`config.mk`:
```
export PLATFORM = sky130hd
export DESIGN_NAME = fir_gen_param_flat
export DESIGN_NICKNAME = d
export VERILOG_FILES = /design/src/rtl/fir_gen_param_if.sv /design/src/rtl/fir_gen_param.sv /design/src/flat_wrapper.sv
export SDC_FILE = /design/constraint.sdc
export NUM_CORES = 2
export LEC_CHECK = 0
export CAP_MARGIN = 20
export CELL_PAD_IN_SITES_DETAIL_PLACEMENT = 1
export CELL_PAD_IN_SITES_GLOBAL_PLACEMENT = 1
export CORE_MARGIN = 2
export CORE_UTILIZATION = 52
export CTS_CLUSTER_SIZE = 25
export DETAILED_ROUTE_END_ITERATION = 10
export GPL_ROUTABILITY_DRIVEN = 0
export MAX_ROUTING_LAYER = met4
export PLACE_DENSITY = 0.9
export SYNTH_ARGS = -nofsm -noshare
export SYNTH_HDL_FRONTEND = slang
export SYNTH_SLANG_ARGS = --single-unit
export TNS_END_PERCENT = 50
```
`constraint.sdc`:
```
create_clock -name clk -period 6.75 [get_ports clk]
set_input_delay 2.025 -clock clk [delete_from_list [all_inputs] [get_ports clk]]
set_output_delay 2.025 -clock clk [all_outputs]
set_load 0.02 [all_outputs]
```
`src/rtl/fir_gen_param_if.sv`:
```
// Sample/coefficient input and scaled-output bundle for fir_gen_param.
interface fir_gen_param_if #(
  parameter int W1 = 8,
  parameter int WC = 8,
  parameter int W4 = 8
);
  logic                 load_en;
  logic                 c_valid;
  logic signed [WC-1:0] c_in;
  logic                 x_valid;
  logic signed [W1-1:0] x_in;
  logic signed [W4-1:0] y_out;
  logic                 y_valid;
  logic                 sat;
  logic                 coef_ok;

  modport master (
    output load_en, c_valid, c_in, x_valid, x_in,
    input  y_out, y_valid, sat, coef_ok
  );

  modport slave (
    input  load_en, c_valid, c_in, x_valid, x_in,
    output y_out, y_valid, sat, coef_ok
  );
endinterface

```
`src/rtl/fir_gen_param.sv`:
```
// L-tap transposed FIR with run-time coefficient loading (IDLE/LOAD/RUN),
// per-sample valid handshake, round-half-up scaling and output saturation.
module fir_gen_param #(
  parameter int W1    = 8,
  parameter int WC    = 8,
  parameter int L     = 8,
  parameter int WA    = W1 + WC + $clog2(L),
  parameter int W4    = 8,
  parameter int SHIFT = WA - W4,
  parameter int ROUND = 1
) (
  input logic            clk,
  input logic            reset_n,
  fir_gen_param_if.slave bus
);
  localparam logic [1:0] ST_IDLE = 2'd0;
  localparam logic [1:0] ST_LOAD = 2'd1;
  localparam logic [1:0] ST_RUN  = 2'd2;
  localparam int CW = $clog2(L + 1);
  localparam logic [CW-1:0] COUNT_FULL = CW'(L);
  localparam int SHIFT_M1 = (SHIFT > 0) ? SHIFT - 1 : 0;
  localparam logic signed [WA:0] RND_ADD = (ROUND != 0 && SHIFT > 0) ?
      ({{WA{1'b0}}, 1'b1} << SHIFT_M1) : {(WA+1){1'b0}};
  localparam logic signed [WA:0] Y_MAX = {{(WA+2-W4){1'b0}}, {(W4-1){1'b1}}};
  localparam logic signed [WA:0] Y_MIN = {{(WA+2-W4){1'b1}}, {(W4-1){1'b0}}};

  logic [1:0]           state_r;
  logic [CW-1:0]        count_r;
  logic signed [WC-1:0] coef_r [L];
  logic signed [WA-1:0] acc_r [L];
  logic signed [WA-1:0] acc_next_s [L];
  logic signed [WA-1:0] x_ext_s;
  logic signed [WA:0]   rnd_s;
  logic signed [WA:0]   shifted_s;
  logic signed [W4-1:0] y_s;
  logic                 sat_s;
  logic signed [W4-1:0] y_r;
  logic                 y_valid_r;
  logic                 sat_r;

  // Tap update for an accepted sample, then round, shift and clamp the new a[0].
  always_comb begin
    x_ext_s = {{(WA-W1){bus.x_in[W1-1]}}, bus.x_in};
    for (int k = 0; k < L - 1; k++) begin
      acc_next_s[k] = x_ext_s * $signed({{(WA-WC){coef_r[k][WC-1]}}, coef_r[k]}) + acc_r[k+1];
    end
    acc_next_s[L-1] = x_ext_s * $signed({{(WA-WC){coef_r[L-1][WC-1]}}, coef_r[L-1]});
    rnd_s     = $signed({acc_next_s[0][WA-1], acc_next_s[0]}) + RND_ADD;
    shifted_s = rnd_s >>> SHIFT;
    if (shifted_s > Y_MAX) begin
      y_s   = Y_MAX[W4-1:0];
      sat_s = 1'b1;
    end else if (shifted_s < Y_MIN) begin
      y_s   = Y_MIN[W4-1:0];
      sat_s = 1'b1;
    end else begin
      y_s   = shifted_s[W4-1:0];
      sat_s = 1'b0;
    end
  end

  // Load/run control, coefficient shift register, tap registers and output stage.
  always_ff @(posedge clk or negedge reset_n) begin
    if (!reset_n) begin
      state_r   <= ST_IDLE;
      count_r   <= {CW{1'b0}};
      for (int k = 0; k < L; k++) begin
        coef_r[k] <= {WC{1'b0}};
        acc_r[k]  <= {WA{1'b0}};
      end
      y_r       <= {W4{1'b0}};
      y_valid_r <= 1'b0;
      sat_r     <= 1'b0;
    end else begin
      y_valid_r <= 1'b0;
      case (state_r)
        ST_IDLE: begin
          if (bus.load_en) begin
            state_r <= ST_LOAD;
            count_r <= {CW{1'b0}};
          end
        end
        ST_LOAD: begin
          // Keeps shifting past L so the most recent L coefficients win.
          if (bus.c_valid) begin
            for (int k = 0; k < L - 1; k++) begin
              coef_r[k] <= coef_r[k+1];
            end
            coef_r[L-1] <= bus.c_in;
            if (count_r != COUNT_FULL) begin
              count_r <= count_r + CW'(1);
            end
          end
          if (!bus.load_en) begin
            state_r <= (count_r == COUNT_FULL) ? ST_RUN : ST_IDLE;
          end
        end
        ST_RUN: begin
          if (bus.load_en) begin
            state_r <= ST_LOAD;
            count_r <= {CW{1'b0}};
            for (int k = 0; k < L; k++) begin
              acc_r[k] <= {WA{1'b0}};
            end
          end else if (bus.x_valid) begin
            acc_r     <= acc_next_s;
            y_r       <= y_s;
            sat_r     <= sat_s;
            y_valid_r <= 1'b1;
          end
        end
        default: state_r <= ST_IDLE;
      endcase
    end
  end

  assign bus.y_out   = y_r;
  assign bus.y_valid = y_valid_r;
  assign bus.sat     = sat_r;
  assign bus.coef_ok = (state_r == ST_RUN);
endmodule
```
`src/flat_wrapper.sv`:
```
// flat-port wrapper written by rule: the top's interface ports become plain ports
module fir_gen_param_flat 
#(
  parameter int W1    = 8,
  parameter int WC    = 8,
  parameter int L     = 8,
  parameter int WA    = W1 + WC + $clog2(L),
  parameter int W4    = 8,
  parameter int SHIFT = WA - W4,
  parameter int ROUND = 1
)
  (clk, reset_n, bus_load_en, bus_c_valid, bus_c_in, bus_x_valid, bus_x_in, bus_y_out, bus_y_valid, bus_sat, bus_coef_ok);
  fir_gen_param_if #(.W1(W1), .WC(WC), .W4(W4)) bus_i ();
  input logic clk;
  input logic reset_n;
  input wire logic [$bits(bus_i.load_en)-1:0] bus_load_en;
  input wire logic [$bits(bus_i.c_valid)-1:0] bus_c_valid;
  input wire logic [$bits(bus_i.c_in)-1:0] bus_c_in;
  input wire logic [$bits(bus_i.x_valid)-1:0] bus_x_valid;
  input wire logic [$bits(bus_i.x_in)-1:0] bus_x_in;
  output wire logic [$bits(bus_i.y_out)-1:0] bus_y_out;
  output wire logic [$bits(bus_i.y_valid)-1:0] bus_y_valid;
  output wire logic [$bits(bus_i.sat)-1:0] bus_sat;
  output wire logic [$bits(bus_i.coef_ok)-1:0] bus_coef_ok;
  assign bus_i.load_en = bus_load_en;
  assign bus_i.c_valid = bus_c_valid;
  assign bus_i.c_in = bus_c_in;
  assign bus_i.x_valid = bus_x_valid;
  assign bus_i.x_in = bus_x_in;
  assign bus_y_out = bus_i.y_out;
  assign bus_y_valid = bus_i.y_valid;
  assign bus_sat = bus_i.sat;
  assign bus_coef_ok = bus_i.coef_ok;
  fir_gen_param #(.W1(W1), .WC(WC), .L(L), .WA(WA), .W4(W4), .SHIFT(SHIFT), .ROUND(ROUND)) u_core (.clk(clk), .reset_n(reset_n), .bus(bus_i));
endmodule
```
==> reports/qor.json, run 1 <==
{
  "mappedNetlistArea": {"value": 32700, "unit": "sq um"},
  "synth-edff-count": {"value": 0},
  "globalRouteOverflowTotal": {"value": 37},
  "cts_sinks": {"value": 210},
  "cts.hold.buffers_added": {"value": 0},
  "dp.cells": {"value": 4737},
  "dp_hpwl": {"value": 102, "unit": "mm"},
  "initial_utilization": {"value": 52.8, "unit": "%"},
  "number_of_buffers_added_on_ports": {"value": 31},
  "maximum_number_of_pins_on_one_net_before_global_route_repair": {"value": 131},
  "grt_pass1_vias": {"value": 43300},
  "run_status": {"value": "did not finish"},
  "die_width": {"value": 255, "unit": "um"},
  "ys_types": {"value": 76},
  "lastStage": {"value": "5_1_grt"},
  "cts_buffer_depth": {"value": 3},
  "synth-seq-area-share": {"value": 16.1, "unit": "%"},
  "async_reset_ff_share": {"value": 100, "unit": "%"},
  "htree_levels": {"value": 1},
  "syn-instance-count": {"value": 3490},
  "clk_root_buffer_cell": {"value": "sky130_fd_sc_hd__clkbuf_16"},
  "synth_area_per_cell": {"value": 9.37, "unit": "sq um"},
  "cts_inserted_buffers": {"value": 30},
  "grt_first_pass_wirelength": {"value": 330, "unit": "mm"},
  "toolErrorMsg": {"value": "[ERROR GRT-0116] Global routing finished with congestion. Check the congestion regions in the DRC Viewer."},
  "synth.yosys.warnings": {"value": 0},
  "std_cell_rows": {"value": 91},
  "io_pins": {"value": 32},
  "floorplan.die.height": {"value": 255, "unit": "um"},
  "prevailing_post_synth_register_cell": {"value": "sky130_fd_sc_hd__dfrtp_1"},
  "gr-usage-all-layers": {"value": 75.3, "unit": "%"},
  "synth_nets": {"value": 4336},
  "postSynthRegisterBits": {"value": 210}
}
## routing by layer
| metal | GRT overflow | GRT usage (%) |
|---|---|---|
| met1 | 0 | 71.6 |
| met2 | 6 | 89.4 |
| met3 | 14 | 61.5 |
| met4 | 17 | 76.6 |
| met5 | - | - |
## cells in the mapped netlist, types with 29 or more instances
library cell | instances | area [sq um]
sky130_fd_sc_hd__a21o_1 | 38 | 285
sky130_fd_sc_hd__a21oi_1 | 100 | 500
sky130_fd_sc_hd__and2_1 | 299 | 1870
sky130_fd_sc_hd__clkbuf_1 | 94 | 353
sky130_fd_sc_hd__dfrtp_1 | 210 | 5260
sky130_fd_sc_hd__fa_1 | 474 | 9490
sky130_fd_sc_hd__ha_1 | 351 | 4390
sky130_fd_sc_hd__inv_1 | 614 | 2300
sky130_fd_sc_hd__mux2_2 | 58 | 653
sky130_fd_sc_hd__nand2_1 | 310 | 1160
sky130_fd_sc_hd__nand2b_1 | 72 | 450
sky130_fd_sc_hd__nor2_1 | 106 | 398
sky130_fd_sc_hd__nor2b_1 | 31 | 194
sky130_fd_sc_hd__nor3_1 | 42 | 210
sky130_fd_sc_hd__o21ai_0 | 160 | 801
sky130_fd_sc_hd__or3_1 | 29 | 181
sky130_fd_sc_hd__xnor2_1 | 146 | 1280
sky130_fd_sc_hd__xor2_1 | 79 | 692
## timing repair
action | 4_1_cts
endpoints found under the setup margin | 63
cloned | 6
buffers inserted | 73
resized for setup | 381
pin swaps | 195
## metrics by stage
step | setup TNS (ns) | cell area (sq um) | hold slack (ns) | setup WS [ns]
after floorplan | -8.63 | 33400 | 0.433 | -0.529
after global placement | -30.37 | 38000 | 0.455 | -0.709
after detailed placement | -59.75 | 38000 | 0.465 | -1.23
after CTS | -16.71 | 41100 | 0.492 | -0.617
## cells by family after synthesis
group | count (synthesis) | share of synthesized area (%)
AO/OA/AOI/OAI | 465 | 9.34
buffers and inverters | 725 | 8.33
AND/OR/NAND/NOR | 975 | 15.5
flip-flops | 210 | 16.1
XOR/XNOR | 227 | 6.13
multiplexers | 62 | 2.12
adder cells (fa/ha/maj) | 826 | 42.5
==> inputs of run 2 (changes only) <==
--- a/config.mk
+++ b/config.mk
@@ -6,15 +6,11 @@
 export NUM_CORES = 2
 export LEC_CHECK = 0
 export CAP_MARGIN = 20
-export CELL_PAD_IN_SITES_DETAIL_PLACEMENT = 1
-export CELL_PAD_IN_SITES_GLOBAL_PLACEMENT = 1
 export CORE_MARGIN = 2
-export CORE_UTILIZATION = 52
-export CTS_CLUSTER_SIZE = 25
+export CORE_UTILIZATION = 40
 export DETAILED_ROUTE_END_ITERATION = 10
 export GPL_ROUTABILITY_DRIVEN = 0
-export MAX_ROUTING_LAYER = met4
-export PLACE_DENSITY = 0.9
+export PLACE_DENSITY_LB_ADDON = 0.15
 export SYNTH_ARGS = -nofsm -noshare
 export SYNTH_HDL_FRONTEND = slang
 export SYNTH_SLANG_ARGS = --single-unit
==> run 2 against run 1 <==
Compared with the run above: the flow now finishes, with violations (negative setup slack); synthesized area unchanged; synthesized cell count unchanged.
==> reports/qor.json, run 2 <==
{
  "cp-start-kind": {"value": "input port"},
  "run_status": {"value": "finished, violations left", "change": "was did not finish"},
  "critical_path.slowest_cell": {"value": "sky130_fd_sc_hd__fa_1"},
  "clk_root_buffer_cell": {"value": "sky130_fd_sc_hd__clkbuf_16", "change": "unchanged"},
  "finish.utilization": {"value": 51.0, "unit": "%"},
  "cap_viol_max_count": {"value": 0},
  "fraction_of_layout_instances_using_a_drive_strength_above_1": {"value": 24.3, "unit": "%"},
  "rsz0062_at_grt": {"value": "yes"},
  "cts_sinks": {"value": 210, "change": "unchanged"},
  "critPathRequiredTime": {"value": 7.20, "unit": "ns"},
  "placed_cell_area": {"value": 38300, "unit": "sq um", "change": "was 38000 sq um"},
  "flip_flop_count_of_the_largest_register_all_copies_and_words_added": {"value": 130},
  "worstSetupEndpointType": {"value": "register"},
  "route.detailed.drc": {"value": 0},
  "finalCriticalPeriod": {"value": 6.86, "unit": "ns"},
  "post-synth-top-area-cell": {"value": "sky130_fd_sc_hd__fa_1", "change": "unchanged"},
  "initial_utilization": {"value": 40.5, "unit": "%", "change": "was 52.8%"},
  "io_pins": {"value": 32, "change": "unchanged"},
  "antenna_violating_nets_post_route": {"value": 0},
  "layout_commonest_cell": {"value": "sky130_fd_sc_hd__inv_1"},
  "synth_nets": {"value": 4336, "change": "unchanged"},
  "dp_hpwl": {"value": 63.9, "unit": "mm", "change": "was 102 mm"},
  "top_register_by_number_of_flip_flops": {"value": "u_core.acc_r"},
  "insertion_delay": {"value": 0.61, "unit": "ns"},
  "synth_area_per_cell": {"value": 9.37, "unit": "sq um", "change": "unchanged"},
  "postSynthRegisterBits": {"value": 210, "change": "unchanged"},
  "worst_slew_slack_as_a_fraction_of_its_limit": {"value": 36.4, "unit": "%"},
  "synth-seq-area-share": {"value": 16.1, "unit": "%", "change": "unchanged"},
  "hold_path_class": {"value": "reg2reg"},
  "area_growth": {"value": 25.8, "unit": "%"},
  "highest_count_cells_in_the_layout_ignoring_fill_and_taps": {"value": "583 x sky130_fd_sc_hd__inv_1, 495 x sky130_fd_sc_hd__buf_4, 456 x sky130_fd_sc_hd__fa_1"},
  "die_width": {"value": 290, "unit": "um", "change": "was 255 um"},
  "std_cell_rows": {"value": 104, "change": "was 91"},
  "total_met2_wirelength_after_detailed_routing": {"value": 40.4, "unit": "mm"},
  "cp_data_arrival_time": {"value": 7.31, "unit": "ns"},
  "maximum_number_of_pins_on_one_net_before_global_route_repair": {"value": 131},
  "cts_buffer_depth": {"value": 3, "change": "unchanged"},
  "syn-instance-count": {"value": 3490, "change": "unchanged"},
  "routedLengthMet1": {"value": 38.7, "unit": "mm"},
  "netlist.area_leader.share": {"value": 29.0, "unit": "%", "change": "unchanged"},
  "min_period_over_period": {"value": 102, "unit": "%"},
  "tritoncts": {"value": "yes"},
  "mappedNetlistArea": {"value": 32700, "unit": "sq um", "change": "unchanged"},
  "routed_wire_length_per_instance": {"value": 16.2, "unit": "um"},
  "worst_clock_skew": {"value": 0.0217, "unit": "ns"},
  "number_of_buffers_added_on_ports": {"value": 31, "change": "unchanged"},
  "prevailing_post_synth_register_cell": {"value": "sky130_fd_sc_hd__dfrtp_1", "change": "unchanged"},
  "cts_inserted_buffers": {"value": 31, "change": "was 30"},
  "place_worst_setup_slack": {"value": -0.964, "unit": "ns", "change": "was -1.23 ns"},
  "cts.reportedPaths.clkPinSlew": {"value": 0.06, "unit": "ns"},
  "floorplan.die.height": {"value": 290, "unit": "um", "change": "was 255 um"},
  "grt_antenna_before_repair": {"value": 1},
  "setup_viol_count_final": {"value": 10},
  "fmax": {"value": 146, "unit": "MHz"},
  "htree_levels": {"value": 1, "change": "unchanged"},
  "ys_types": {"value": 76, "change": "unchanged"},
  "synth_area_leaders": {"value": "sky130_fd_sc_hd__fa_1 29%, sky130_fd_sc_hd__dfrtp_1 16%, sky130_fd_sc_hd__ha_1 13%", "change": "unchanged"},
  "cts.hold.buffers_added": {"value": 0, "change": "unchanged"},
  "timing.critical_path.fanout_max": {"value": 5},
  "route.final.wire_length": {"value": 82.5, "unit": "mm"},
  "stdcell_area": {"value": 41100, "unit": "sq um"},
  "gr-usage-all-layers": {"value": 19.8, "unit": "%"},
  "synth_most_common_cell": {"value": "sky130_fd_sc_hd__inv_1", "change": "unchanged"},
  "setup_ws": {"value": -0.115, "unit": "ns"},
  "tns_setup": {"value": -0.659, "unit": "ns"},
  "synth-edff-count": {"value": 0, "change": "unchanged"},
  "worst_slew_pin_slew": {"value": 0.954, "unit": "ns"},
  "cp_bufs_invs": {"value": 7},
  "drv_slew": {"value": 0},
  "slowest_delay": {"value": 0.49, "unit": "ns"},
  "grt_pass1_vias": {"value": 25400},
  "path_delay_family": {"value": "adder cells"},
  "nNetsFinal": {"value": 4847},
  "async_reset_ff_share": {"value": 100, "unit": "%", "change": "unchanged"},
  "synth_top_cells_by_count": {"value": "614 x sky130_fd_sc_hd__inv_1, 474 x sky130_fd_sc_hd__fa_1, 351 x sky130_fd_sc_hd__ha_1", "change": "unchanged"},
  "met3WireLength": {"value": 1.78, "unit": "mm"},
  "fp.dieArea": {"value": 84000, "unit": "sq um"},
  "routed.top_layer": {"value": "met4"},
  "globalRouteOverflowTotal": {"value": 0},
  "drtPass1Iterations": {"value": 5},
  "critPathKind": {"value": "in2reg"},
  "grt_first_pass_wirelength": {"value": 136, "unit": "mm"},
  "core_region_area": {"value": 80700, "unit": "sq um"},
  "synth.yosys.warnings": {"value": 0, "change": "unchanged"},
  "violations_in_the_final_reports": {"value": "negative setup slack"},
  "drtIter0Drc": {"value": 874},
  "report.final.hold_viol_count": {"value": 0},
  "most_used_cell_along_the_critical_path": {"value": "sky130_fd_sc_hd__fa_1"},
  "number_of_diodes": {"value": 0},
  "viasPerCell": {"value": 4.83},
  "route.vias.total": {"value": 24500}
}
-- run 2: cell counts after synthesis --
Identical to the previous run, type by type.
-- run 2: kinds of logic after synthesis --
family / Yosys count / synth area share (%)
AOI/OAI and AO/OA: 465 / 9.34
and+or+nand+nor: 975 / 15.5
xor gates and xnor gates: 227 / 6.13
muxes: 62 / 2.12
DFF: 210 / 16.1
buffers and inverters: 725 / 8.33
adders and majority gates: 826 / 42.5
-- run 2: layer usage --
layer | global-route usage [%] | vias to the layer above
met5 | 0 | -
met4 | 3.73 | 0
li1 | - | 12100
met1 | 27.6 | 12200
met2 | 34.1 | 195
met3 | 1.66 | 73
-- run 2: stage by stage --
step	cells	hold slack (ns)
after floorplan	3490	0.433
after global placement	4967	0.463
after detailed placement	4967	0.459
after CTS	5055	0.482
after global routing	5084	0.495
final	5084	0.479
-- run 2: area by class of cell --
cell class	instances	area [sq um]
Clock inverter	12	144
Multi-Input combinational cell	2555	26200
Sequential cell	210	5260
Inverter	615	2310
Tap cell	1060	1330
Fill cell	7600	39600
Timing Repair Buffer	588	5070
Clock buffer	44	845
-- run 2: final timing paths --
path | from | endpoint | slack (ns) | cells after the start
hold / removal | u_core.state_r[1] | u_core.state_r[0] | 0.48 | 1
setup reg to reg | u_core.coef_r[25] | u_core.acc_r[75] | 0.91 | 22
setup / recovery | bus_x_in[2] | u_core.acc_r[75] | -0.11 | 25
hold reg to reg | u_core.state_r[1] | u_core.state_r[0] | 0.48 | 1
max in group asynchronous | reset_n | u_core.coef_r[7] | 4.23 | 2
min in group asynchronous | reset_n | u_core.acc_r[92] | 1.39 | 1
-- run 2: repair_timing --
item | 4_1_cts | 5_1_grt
setup endpoints to repair | 37 | 49
pin swaps | 86 | 163
hold endpoints to repair | 0 | 0
resized for setup | 99 | 211
buffers inserted | 32 | 29
gates cloned | 1 | 2
Power of run 2 is left out: the tool's default activity adds up to more than one toggle a clock period on the data nets, which glitch-free logic cannot reach.
